### config.mk
export PLATFORM = sky130hd
export DESIGN_NAME = ram_bist_ctrl_flat
export DESIGN_NICKNAME = d
export VERILOG_FILES = /design/src/rtl/ram_bist_pkg.sv /design/src/rtl/ram_bist_ctrl_if.sv /design/src/rtl/ram_bist_cmp.sv /design/src/rtl/ram_bist_ctrl.sv /design/src/flat_wrapper.sv
export SDC_FILE = /design/constraint.sdc
export NUM_CORES = 1
export LEC_CHECK = 0
export ABC_AREA = 1
export ABC_CLOCK_PERIOD_IN_PS = 3000
export CORE_ASPECT_RATIO = 0.9
export CORE_MARGIN = 5
export CORE_UTILIZATION = 51
export CTS_BUF_LIST = sky130_fd_sc_hd__clkbuf_16
export CTS_CLUSTER_SIZE = 12
export DETAILED_ROUTE_END_ITERATION = 8
export DONT_BUFFER_PORTS = 1
export PLACE_DENSITY = 0.77
export SLEW_MARGIN = 10
export SYNTH_ARGS = -nofsm -noshare
export SYNTH_HDL_FRONTEND = slang
export SYNTH_SLANG_ARGS = --single-unit
### constraint.sdc
create_clock -name clk -period 3 [get_ports clk]
set_input_delay 0.6 -clock clk [delete_from_list [all_inputs] [get_ports clk]]
set_output_delay 0.6 -clock clk [all_outputs]
set_load 0.005 [all_outputs]
### src/rtl/ram_bist_pkg.sv
// Shared definitions for the RAM BIST controller: FSM state encoding and default geometry.
// States WRITE_INV/READ_INV exist only when RAM_BIST_INVERT_EN is defined.
package ram_bist_pkg;

    localparam int BIST_ADDR_W = 10;
    localparam int BIST_DATA_W = 8;
    localparam int BIST_DEPTH  = 1024;

    typedef enum logic [2:0] {
        S_IDLE      = 3'd0,
        S_WRITE     = 3'd1,
        S_READ      = 3'd2,
`ifdef RAM_BIST_INVERT_EN
        S_WRITE_INV = 3'd3,
        S_READ_INV  = 3'd4,
`endif
        S_DONE      = 3'd5
    } bist_state_e;

endpackage

### src/rtl/ram_bist_ctrl_if.sv
// RAM-side bus of the BIST controller; master = controller, slave = memory.
interface ram_bist_ctrl_if
    import ram_bist_pkg::*;
#(
    parameter int ADDR_W = BIST_ADDR_W,
    parameter int DATA_W = BIST_DATA_W
);

    logic [ADDR_W-1:0] mem_addr;
    logic [DATA_W-1:0] mem_data_in;
    logic              mem_wr;
    logic              mem_cs;
    logic [DATA_W-1:0] mem_data_out;

    modport master (
        output mem_addr,
        output mem_data_in,
        output mem_wr,
        output mem_cs,
        input  mem_data_out
    );

    modport slave (
        input  mem_addr,
        input  mem_data_in,
        input  mem_wr,
        input  mem_cs,
        output mem_data_out
    );

endinterface

### src/rtl/ram_bist_cmp.sv
// Read-back comparator: first-mismatch capture and mismatch counter for one BIST run.
// With RAM_BIST_INVERT_EN undefined the counter's top bit is tied to 0 (at most DEPTH errors).
module ram_bist_cmp
    import ram_bist_pkg::*;
#(
    parameter int ADDR_W = BIST_ADDR_W,
    parameter int DATA_W = BIST_DATA_W
) (
    input  logic              clk,
    input  logic              rst_n,
    input  logic              clr,
    input  logic              en,
    input  logic [ADDR_W-1:0] addr,
    input  logic [DATA_W-1:0] rd_data,
    input  logic [DATA_W-1:0] exp_data,
    output logic [ADDR_W-1:0] fail_addr,
    output logic [DATA_W-1:0] fail_data,
    output logic [ADDR_W+1:0] err_count
);

`ifdef RAM_BIST_INVERT_EN
    localparam int CNT_W = ADDR_W + 2;
`else
    localparam int CNT_W = ADDR_W + 1;
`endif

    logic [CNT_W-1:0] cnt;
    logic             mismatch;

    assign mismatch = en && (rd_data != exp_data);

`ifdef RAM_BIST_INVERT_EN
    assign err_count = cnt;
`else
    assign err_count = {1'b0, cnt};
`endif

    always_ff @(posedge clk or negedge rst_n) begin
        if (!rst_n) begin
            cnt       <= '0;
            fail_addr <= '0;
            fail_data <= '0;
        end else if (clr) begin
            cnt       <= '0;
            fail_addr <= '0;
            fail_data <= '0;
        end else if (mismatch) begin
            // Only the first mismatch of the run is captured; the rest just count.
            if (cnt == '0) begin
                fail_addr <= addr;
                fail_data <= rd_data;
            end
            cnt <= cnt + CNT_W'(1);
        end
    end

endmodule

### src/rtl/ram_bist_ctrl.sv
// RAM BIST controller: writes exp(a) = 2a mod 2**DATA_W to every word, reads it back and checks.
// Define RAM_BIST_INVERT_EN to append an inverted write/read pass (pattern ~exp(a)).
module ram_bist_ctrl
    import ram_bist_pkg::*;
#(
    parameter int ADDR_W = BIST_ADDR_W,
    parameter int DATA_W = BIST_DATA_W,
    parameter int DEPTH  = BIST_DEPTH
) (
    input  logic              clk,
    input  logic              rst_n,
    input  logic              start,
    input  logic              abort,
    ram_bist_ctrl_if.master   mem,
    output logic              busy,
    output logic              done,
    output logic              pass,
    output logic [ADDR_W-1:0] fail_addr,
    output logic [DATA_W-1:0] fail_data,
    output logic [ADDR_W+1:0] err_count
);

    localparam logic [ADDR_W-1:0] LAST_ADDR = ADDR_W'(DEPTH - 1);

    function automatic logic [DATA_W-1:0] pattern(input logic [ADDR_W-1:0] a);
        return DATA_W'({a, 1'b0});
    endfunction

    bist_state_e       state;
    logic [ADDR_W-1:0] addr_q;
    logic [DATA_W-1:0] wdata_q;
    logic              wr_q;
    logic              cs_q;

    logic [ADDR_W-1:0] addr_nxt;
    logic              start_ok;
    logic              rd_phase;
    logic              inv_phase;
    logic [DATA_W-1:0] exp_data;

    assign addr_nxt = addr_q + ADDR_W'(1);
    assign start_ok = (state == S_IDLE) && start && !abort;

`ifdef RAM_BIST_INVERT_EN
    assign rd_phase  = (state == S_READ) || (state == S_READ_INV);
    assign inv_phase = (state == S_READ_INV);
`else
    assign rd_phase  = (state == S_READ);
    assign inv_phase = 1'b0;
`endif

    assign exp_data = pattern(addr_q) ^ {DATA_W{inv_phase}};

    assign mem.mem_addr    = addr_q;
    assign mem.mem_data_in = wdata_q;
    assign mem.mem_wr      = wr_q;
    assign mem.mem_cs      = cs_q;

    always_ff @(posedge clk or negedge rst_n) begin
        if (!rst_n) begin
            state   <= S_IDLE;
            addr_q  <= '0;
            wdata_q <= '0;
            wr_q    <= 1'b0;
            cs_q    <= 1'b0;
            busy    <= 1'b0;
            done    <= 1'b0;
            pass    <= 1'b0;
        end else if (abort && busy) begin
            state   <= S_IDLE;
            addr_q  <= '0;
            wdata_q <= '0;
            wr_q    <= 1'b0;
            cs_q    <= 1'b0;
            busy    <= 1'b0;
            done    <= 1'b0;
        end else begin
            case (state)
                S_IDLE: begin
                    if (start_ok) begin
                        state   <= S_WRITE;
                        addr_q  <= '0;
                        wdata_q <= pattern('0);
                        wr_q    <= 1'b1;
                        cs_q    <= 1'b1;
                        busy    <= 1'b1;
                        done    <= 1'b0;
                        pass    <= 1'b0;
                    end
                end
                S_WRITE: begin
                    if (addr_q == LAST_ADDR) begin
                        state   <= S_READ;
                        addr_q  <= '0;
                        wdata_q <= '0;
                        wr_q    <= 1'b0;
                    end else begin
                        addr_q  <= addr_nxt;
                        wdata_q <= pattern(addr_nxt);
                    end
                end
                S_READ: begin
                    if (addr_q == LAST_ADDR) begin
                        addr_q  <= '0;
`ifdef RAM_BIST_INVERT_EN
                        state   <= S_WRITE_INV;
                        wdata_q <= ~pattern('0);
                        wr_q    <= 1'b1;
`else
                        state   <= S_DONE;
                        cs_q    <= 1'b0;
                        busy    <= 1'b0;
`endif
                    end else begin
                        addr_q <= addr_nxt;
                    end
                end
`ifdef RAM_BIST_INVERT_EN
                S_WRITE_INV: begin
                    if (addr_q == LAST_ADDR) begin
                        state   <= S_READ_INV;
                        addr_q  <= '0;
                        wdata_q <= '0;
                        wr_q    <= 1'b0;
                    end else begin
                        addr_q  <= addr_nxt;
                        wdata_q <= ~pattern(addr_nxt);
                    end
                end
                S_READ_INV: begin
                    if (addr_q == LAST_ADDR) begin
                        state  <= S_DONE;
                        addr_q <= '0;
                        cs_q   <= 1'b0;
                        busy   <= 1'b0;
                    end else begin
                        addr_q <= addr_nxt;
                    end
                end
`endif
                S_DONE: begin
                    // err_count already includes the final compare made on the edge into DONE.
                    state <= S_IDLE;
                    done  <= 1'b1;
                    pass  <= (err_count == '0);
                end
                default: state <= S_IDLE;
            endcase
        end
    end

    ram_bist_cmp #(
        .ADDR_W (ADDR_W),
        .DATA_W (DATA_W)
    ) u_cmp (
        .clk       (clk),
        .rst_n     (rst_n),
        .clr       (start_ok),
        .en        (rd_phase && !abort),
        .addr      (addr_q),
        .rd_data   (mem.mem_data_out),
        .exp_data  (exp_data),
        .fail_addr (fail_addr),
        .fail_data (fail_data),
        .err_count (err_count)
    );

endmodule

### src/flat_wrapper.sv
// flat-port wrapper written by rule: the top's interface ports become plain ports
module ram_bist_ctrl_flat import ram_bist_pkg::*;
#(
    parameter int ADDR_W = BIST_ADDR_W,
    parameter int DATA_W = BIST_DATA_W,
    parameter int DEPTH  = BIST_DEPTH
)
  (clk, rst_n, start, abort, busy, done, pass, fail_addr, fail_data, err_count, mem_mem_addr, mem_mem_data_in, mem_mem_wr, mem_mem_cs, mem_mem_data_out);
  ram_bist_ctrl_if #(.ADDR_W(ADDR_W), .DATA_W(DATA_W)) mem_i ();
  input  logic clk;
  input  logic rst_n;
  input  logic start;
  input  logic abort;
  output logic busy;
  output logic done;
  output logic pass;
  output logic [ADDR_W-1:0] fail_addr;
  output logic [DATA_W-1:0] fail_data;
  output logic [ADDR_W+1:0] err_count;
  output wire logic [$bits(mem_i.mem_addr)-1:0] mem_mem_addr;
  output wire logic [$bits(mem_i.mem_data_in)-1:0] mem_mem_data_in;
  output wire logic [$bits(mem_i.mem_wr)-1:0] mem_mem_wr;
  output wire logic [$bits(mem_i.mem_cs)-1:0] mem_mem_cs;
  input wire logic [$bits(mem_i.mem_data_out)-1:0] mem_mem_data_out;
  assign mem_mem_addr = mem_i.mem_addr;
  assign mem_mem_data_in = mem_i.mem_data_in;
  assign mem_mem_wr = mem_i.mem_wr;
  assign mem_mem_cs = mem_i.mem_cs;
  assign mem_i.mem_data_out = mem_mem_data_out;
  ram_bist_ctrl #(.ADDR_W(ADDR_W), .DATA_W(DATA_W), .DEPTH(DEPTH)) u_core (.clk(clk), .rst_n(rst_n), .start(start), .abort(abort), .mem(mem_i), .busy(busy), .done(done), .pass(pass), .fail_addr(fail_addr), .fail_data(fail_data), .err_count(err_count));
endmodule
==> results.sh, run 1 <==
export IMPL_die_w_um=88.7
export IMPL_synth_avg_cell_area_um2=7.68
export IMPL_p_leak_nw=1.61
export IMPL_vias=2461
export IMPL_dr_first_iter_drc_count=222
export IMPL_drive_gt1_share_pct=7.92
export IMPL_synth_warnings=0
export IMPL_outcome="finished, final reports clean"
export IMPL_rsz0062_at_grt="false"
export IMPL_clock_sinks=53
export IMPL_final_nets=380
export IMPL_syn_area_um2=2840
export IMPL_setup_viol=0
export IMPL_grt_pass1_vias=2362
export IMPL_endpoint_kind="flop"
export IMPL_cp_max_fo=21
export IMPL_period_minus_slack_ps=1880
export IMPL_cts_hold_fix_buffers=1
export IMPL_synth_top_family_by_area="simple AND/OR/NAND/NOR gates"
export IMPL_core_area_um2=5320
export IMPL_wirelength_met1_um=2850
export IMPL_overflow=0
export IMPL_initial_utilization_pct=53.5
export IMPL_critPathKind="flop to flop"
export IMPL_tns_ps=0
export IMPL_ys_seq_area_share_pct=46.7
export IMPL_start_kind="flop"
export IMPL_io_buffers=0
export IMPL_dr_wl_met2_um=3310
export IMPL_die_area_um2=7170
export IMPL_r2r_start="u_core.state[0]$_DFFE_PN0P_"
export IMPL_hpwl_um=5040
export IMPL_ant_nets=0
export IMPL_finish_utilization_pct=56.7
export IMPL_synthCells=370
export IMPL_diodes=0
export IMPL_worstRegToRegCells=7
export IMPL_cts_tree="done"
export IMPL_drv_cap=0
export IMPL_drtPass1Iterations=4
export IMPL_wirelength_um=7090
export IMPL_place_area_um2=2840
export IMPL_ys_ff_latch=53
export IMPL_rrSetupSlack_ps=1120
export IMPL_hp_class="input pin to asynchronous set/reset pin"
export IMPL_clock_skew_final_ps=4.24
export IMPL_wl_met3_um=773
export IMPL_yosys_area_share_simple_pct=34.4
export IMPL_ctsLongestPathBuffers=2
export IMPL_synth_mux_area_share_pct=0
export IMPL_reg2reg_to="u_core.u_cmp.fail_addr[0]$_DFFE_PN0P_"
export IMPL_final_max_slew_viol_count=0
export IMPL_period_share_pct=62.6
export IMPL_post_cts_setup_buffers=0
export IMPL_worstSetupStartpoint="u_core.state[0]$_DFFE_PN0P_"
export IMPL_tightest_slew_ps=756
export IMPL_area_growth_pct=5.99
export IMPL_drc_errors=0
export IMPL_cts_htree_levels=2
export IMPL_cts_clk_slew_worst_paths_ps=70
export IMPL_hold_slack_ps=155
export IMPL_grt_pass1_wl_um=11600
export IMPL_ios=65
export IMPL_rows=25
export IMPL_grt_max_degree=54
export IMPL_cts_resized_gates=0
export IMPL_clk_latency_ps=290
export IMPL_netlist_area_leader_share_pct=46.7
export IMPL_synth_xor_area_share_pct=3.70
export IMPL_die_h_um=80.8
export IMPL_final_cell_area_um2=3010
export IMPL_required_ps=3230
export IMPL_avgViaCountPerCell=5.68
export IMPL_hold_viol=0
export IMPL_synth_compound_area_share_pct=4.75
export IMPL_crit_arrival_ps=2110
export IMPL_synth_fa_ha_area_share_pct=1.32
export IMPL_cellPowerDensity_nw_per_um2=635
export IMPL_wl_per_cell_um=16.4
export IMPL_ir_drop_mv=0.317
export IMPL_gp_congestion=0.884
export IMPL_cts_buffers_inserted=5
export IMPL_highest_layer="met4"
export IMPL_yosys_top_cells_area="dfrtp_1 (47%), nand2_1 (14%), nand3_1 (13%), inv_1 (4.4%), nor2_1 (3.4%)"
export IMPL_synth_top_cell_by_area="dfrtp_1"
export IMPL_root_buffer="clkbuf_16"
export IMPL_grt_total_usage_pct=20.9
export IMPL_max_freq_mhz=532
export IMPL_ys_types=27
export IMPL_antenna_found_initial=0
export IMPL_maxSlewHeadroom_pct=49.5
-- layout by cell type, fill, tap and decap left out, drive strengths merged, types with 2 or more instances in the layout --
master,netlist,routed
nand2,105,105
nand3,77,77
dfrtp,53,53
inv,41,41
nor2,30,30
o21ai,12,12
xor2,10,10
o22ai,5,5
clkbuf,1,5
a21oi,4,4
nand4,3,3
ha,3,3
nor3,3,3
buf,15,3
nand3b,2,2
xnor2,2,2
conb,1,2
clkinv,0,2
-- critical path: stages, from the launching register on --
cell and delay (ps):
dfrtp_1 400, nor2_2 180, nand2_1 100, nor2_2 160, a21boi_2 420, buf_4 330, nand3_1 130, nand2_1 100
-- registers in the layout, indices dropped and copies added (netlist names) --
| register | flops |
|---|---|
| u_core.done | 1 |
| u_core.mem.mem_addr | 10 |
| u_core.mem.mem_cs | 1 |
| u_core.mem.mem_data_in | 7 |
| u_core.mem.mem_wr | 1 |
| u_core.pass | 1 |
| u_core.state | 3 |
| u_core.u_cmp.cnt | 11 |
| u_core.u_cmp.fail_addr | 10 |
| u_core.u_cmp.fail_data | 8 |
-- cell usage after synthesis --
master,count
conb_1,1
buf_2,7
o21ai_0,11
nand3_2,2
nor3_4,1
inv_1,33
o21ai_2,1
nor2_2,4
a21boi_2,1
inv_2,8
a21oi_1,4
nor2_1,26
clkbuf_1,1
nand3_1,75
or2_2,1
a22o_1,1
buf_6,1
xor2_1,10
o22ai_1,5
nand4_1,3
xnor2_1,2
nor3_1,2
ha_1,3
nand3b_1,2
buf_4,7
nand2_1,105
dfrtp_1,53
-- per-stage QoR --
step / setup WS [ps] / instances / total power [mW]
after floorplan: 1420 / 371 / 1.26
after global placement: 1130 / 424 / 1.32
after detailed placement: 1130 / 424 / 1.34
after CTS: 1150 / 433 / 1.92
after global routing: 903 / 433 / 2.03
final: 1120 / 433 / 1.91
-- how the worst max path moves through the flow --
stage	endpoint	slack, ps	cells after the start
detailed placement	u_core.u_cmp.fail_addr[0]$_DFFE_PN0P_	1130	10
global route	u_core.u_cmp.fail_addr[4]$_DFFE_PN0P_	900	9
finish	u_core.u_cmp.fail_addr[0]$_DFFE_PN0P_	1120	7
CTS	u_core.u_cmp.fail_addr[0]$_DFFE_PN0P_	1150	7
global placement	u_core.u_cmp.fail_addr[0]$_DFFE_PN0P_	1130	10
floorplan	u_core.u_cmp.fail_addr[0]$_DFFE_PN0P_	1420	10
-- per-layer routing --
| layer | vias to the layer above | track usage [%] |
|---|---|---|
| li1 | 1175 | - |
| met1 | 1155 | 27.2 |
| met2 | 116 | 32.3 |
| met3 | 15 | 7.40 |
| met4 | 0 | 6.95 |
| met5 | - | 0 |
-- logic make-up after synthesis --
| logic type | after synthesis |
|---|---|
| other cells | 1 |
| buf+inv | 57 |
| fa+ha+maj | 3 |
| simple gates | 221 |
| compound gates | 23 |
| xor+xnor | 12 |
| flops | 53 |
-- where the power goes --
part / switching, mW / internal, mW / leakage (nW)
registers: 0.149 / 0.839 / 0.664
logic: 0.217 / 0.137 / 0.880
clock network: 0.263 / 0.307 / 0.0696
-- area by class of cell --
cell class	count	area, um^2
inverters	41	154
clock buffers	5	125
flip-flops and latches	53	1330
well taps	67	83.8
repair buffers	3	42.5
clock inverters	3	17.5
multi-input cells	261	1260
fillers	487	2300
Note: power is estimated with default switching activity, not from simulation.
==> inputs of run 2 (changes only) <==
ABC_AREA = 0   (was 1)
ABC_CLOCK_PERIOD_IN_PS = 1600   (was 3000)
PLACE_DENSITY = 0.8   (was 0.77)
clock period = 1.6 ns   (was 3 ns; I/O delays follow)
==> results.sh, run 2 <==
export IMPL_outcome="finished with violations"
export IMPL_violations="setup timing"
export IMPL_synth_fa_ha_area_share_pct=1.31
export IMPL_critPathMaxStageDelay_ps=590
export IMPL_rsz0062_at_grt="true"
export IMPL_ir_drop_mv=0.772
export IMPL_clk_latency_ps=300
export IMPL_largest_reg_flops=11
export IMPL_yosysMostFrequentCell="dfrtp_1"
export IMPL_syn_area_um2=2860
export IMPL_cp_max_fo=6
export IMPL_die_area_um2=7210
export IMPL_synthCells=286
export IMPL_rows=25
export IMPL_synth_edf_count=0
export IMPL_endpoint_kind="flop"
export IMPL_tns_ps=-5820
export IMPL_critical_path_buf_inv_count=1
export IMPL_yosys_top_cells_area="dfrtp_1 (46%), mux2i_1 (10%), nand2_1 (5.0%), inv_1 (3.0%), xor2_1 (2.4%)"
export IMPL_cp_cell_sequence="ha_4 -> nand3_4 -> buf_6 -> or4b_4 -> a31oi_1 -> a31oi_1"
export IMPL_synth_xor_area_share_pct=4.59
export IMPL_final_max_slew_viol_count=0
export IMPL_synth_compound_area_share_pct=11.8
export IMPL_cts_tree="done"
export IMPL_max_freq_mhz=544
export IMPL_avgViaCountPerCell=5.98
export IMPL_initial_utilization_pct=53.5
export IMPL_hp_class="input pin to flop"
export IMPL_layout_common_cells="buf_4 (52), dfrtp_1 (49), nand2_1 (36), mux2i_1 (29), inv_1 (23)"
export IMPL_critPathKind="flop to flop"
export IMPL_wirelength_um=8000
export IMPL_die_w_um=89.0
export IMPL_gp_congestion=0.880
export IMPL_yosys_area_share_simple_pct=18.6
export IMPL_fillCellCount=356
export IMPL_crit_top_cell="a31oi_1"
export IMPL_cpLargestDelayFamily="simple AND/OR/NAND/NOR gates"
export IMPL_synth_mux_area_share_pct=10.1
export IMPL_ant_nets=0
export IMPL_period_share_pct=115
export IMPL_ys_types=47
export IMPL_start_kind="flop"
export IMPL_period_minus_slack_ps=1840
export IMPL_multiInputGateArea_um2=1640
export IMPL_hold_slack_ps=75.1
export IMPL_setup_viol=47
export IMPL_io_buffers=0
export IMPL_seq_area_um2=1330
export IMPL_drtPass1Iterations=5
export IMPL_clock_sinks=53
export IMPL_grt_pass1_vias=2429
export IMPL_p_leak_nw=1.86
export IMPL_required_ps=1760
export IMPL_top_register="u_core.u_cmp.cnt"
export IMPL_slowest_stage="or4b_4"
export IMPL_yosys_most_used_dff="dfrtp_1"
export IMPL_dr_first_iter_drc_count=172
export IMPL_synth_commonest_cells="dfrtp_1 (53), nand2_1 (38), mux2i_1 (29), inv_1 (23), a21oi_1 (13)"
export IMPL_power_mw=3.89
export IMPL_core_area_um2=5350
export IMPL_antenna_found_initial=0
export IMPL_hpwl_um=5150
export IMPL_cellPowerDensity_nw_per_um2=1010
export IMPL_drv_cap=0
export IMPL_ios=65
export IMPL_wl_per_cell_um=19.7
export IMPL_ys_ff_latch=53
export IMPL_final_nets=353
export IMPL_root_buffer="clkbuf_16"
export IMPL_diodes=0
export IMPL_cts_htree_levels=2
export IMPL_synth_top_family_by_area="simple AND/OR/NAND/NOR gates"
export IMPL_final_cell_area_um2=3840
export IMPL_ys_seq_area_share_pct=46.3
export IMPL_ctsLongestPathBuffers=2
export IMPL_overflow=0
export IMPL_area_growth_pct=34.2
export IMPL_netlist_area_leader_share_pct=46.3
export IMPL_synth_top_cell_by_area="dfrtp_1"
export IMPL_grt_total_usage_pct=22.0
export IMPL_drive_gt1_share_pct=32.7
export IMPL_setup_ws_ps=-238
export IMPL_cts_buffers_inserted=5
export IMPL_drc_errors=0
export IMPL_hold_viol=0
export IMPL_clock_skew_final_ps=4.50
export IMPL_synth_avg_cell_area_um2=10.0
export IMPL_final_common_cell="buf_4"
export IMPL_grt_max_degree=54
export IMPL_synth_async_sr_flop_share_pct=100
export IMPL_die_h_um=81.1
export IMPL_grt_pass1_wl_um=12200
export IMPL_crit_arrival_ps=2000
export IMPL_vias=2426
export IMPL_cts_clk_slew_worst_paths_ps=70
export IMPL_synth_warnings=0
export IMPL_place_area_um2=3210
## run 2: cell types whose count changed in the layout (fill, tap and decap cells not counted), moves of 6 or more
cell and change:
and4_1 +6, buf_4 +50, inv_1 -10, inv_2 -8, mux2i_1 +29, nand2_1 -69, nand2b_1 +7, nand3_1 -68
nor2_1 -23, o21ai_0 -11
## run 2: cell type report
cell class                      count  share of cell area [%]
Clock inverter                      3                   0.651
Timing Repair Buffer               62                    14.4
Clock buffer                        5                    3.26
Inverter                           23                    2.25
Multi-Input combinational cell    193                    42.6
Sequential cell                    53                    34.6
Tap cell                           67                    2.18
## run 2: logic make-up (layout without fill, tap and decap cells)
family                   after synthesis  after routing
AND/OR/NAND/NOR                       96             97
XOR/XNOR                              15             15
multiplexers                          29             29
flip-flops                            53             53
AO/OA/AOI/OAI                         47             47
adder cells (fa/ha/maj)                3              3
buffers and inverters                 42             93
other                                  1              2
## run 2: routing by layer
metal	global-route usage [%]	routed length, um	vias up
met1	29.0	3190	1181
met5	0	0	-
met2	33.4	3910	112
li1	-	-	1115
met3	6.59	730	18
met4	9.97	171	0
## run 2: timing repair
action	CTS	global route
endpoints found under the setup margin	47	52
hold buffers	2	0
endpoints found under the hold margin	53	0
gates cloned	1	1
resized for setup	23	36
buffers inserted	9	7
pin swaps	11	21
## run 2: metrics by stage
stage | worst slack (ps) | cells | util [%]
after floorplan | -164 | 287 | -
after global placement | -134 | 380 | 60.0
after detailed placement | -212 | 380 | 60.0
after CTS | -161 | 400 | 66.7
after global routing | -263 | 406 | 71.8
final | -238 | 406 | 71.8
## run 2: report_power, final
| part | switching [mW] | internal [mW] | total [mW] |
|---|---|---|---|
| logic | 0.675 | 0.517 | 1.19 |
| registers | 0.131 | 1.44 | 1.57 |
| clock network | 0.534 | 0.589 | 1.12 |
## run 2: worst paths after layout
kind | from | to | slack, ps | cells after the start
max | u_core.mem.mem_addr[1]$_DFFE_PN0P_ | u_core.mem.mem_addr[2]$_DFFE_PN0P_ | -240 | 6
min | abort | u_core.mem.mem_cs$_DFFE_PN0P_ | 80 | 1
max reg2reg | u_core.mem.mem_addr[1]$_DFFE_PN0P_ | u_core.mem.mem_addr[2]$_DFFE_PN0P_ | -240 | 6
min reg2reg | u_core.mem.mem_data_in[6]$_DFFE_PN0P_ | u_core.mem.mem_data_in[6]$_DFFE_PN0P_ | 540 | 1
max in group asynchronous | rst_n | u_core.mem.mem_addr[2]$_DFFE_PN0P_ | 840 | 2
min in group asynchronous | rst_n | u_core.pass$_DFFE_PN0P_ | 520 | 2
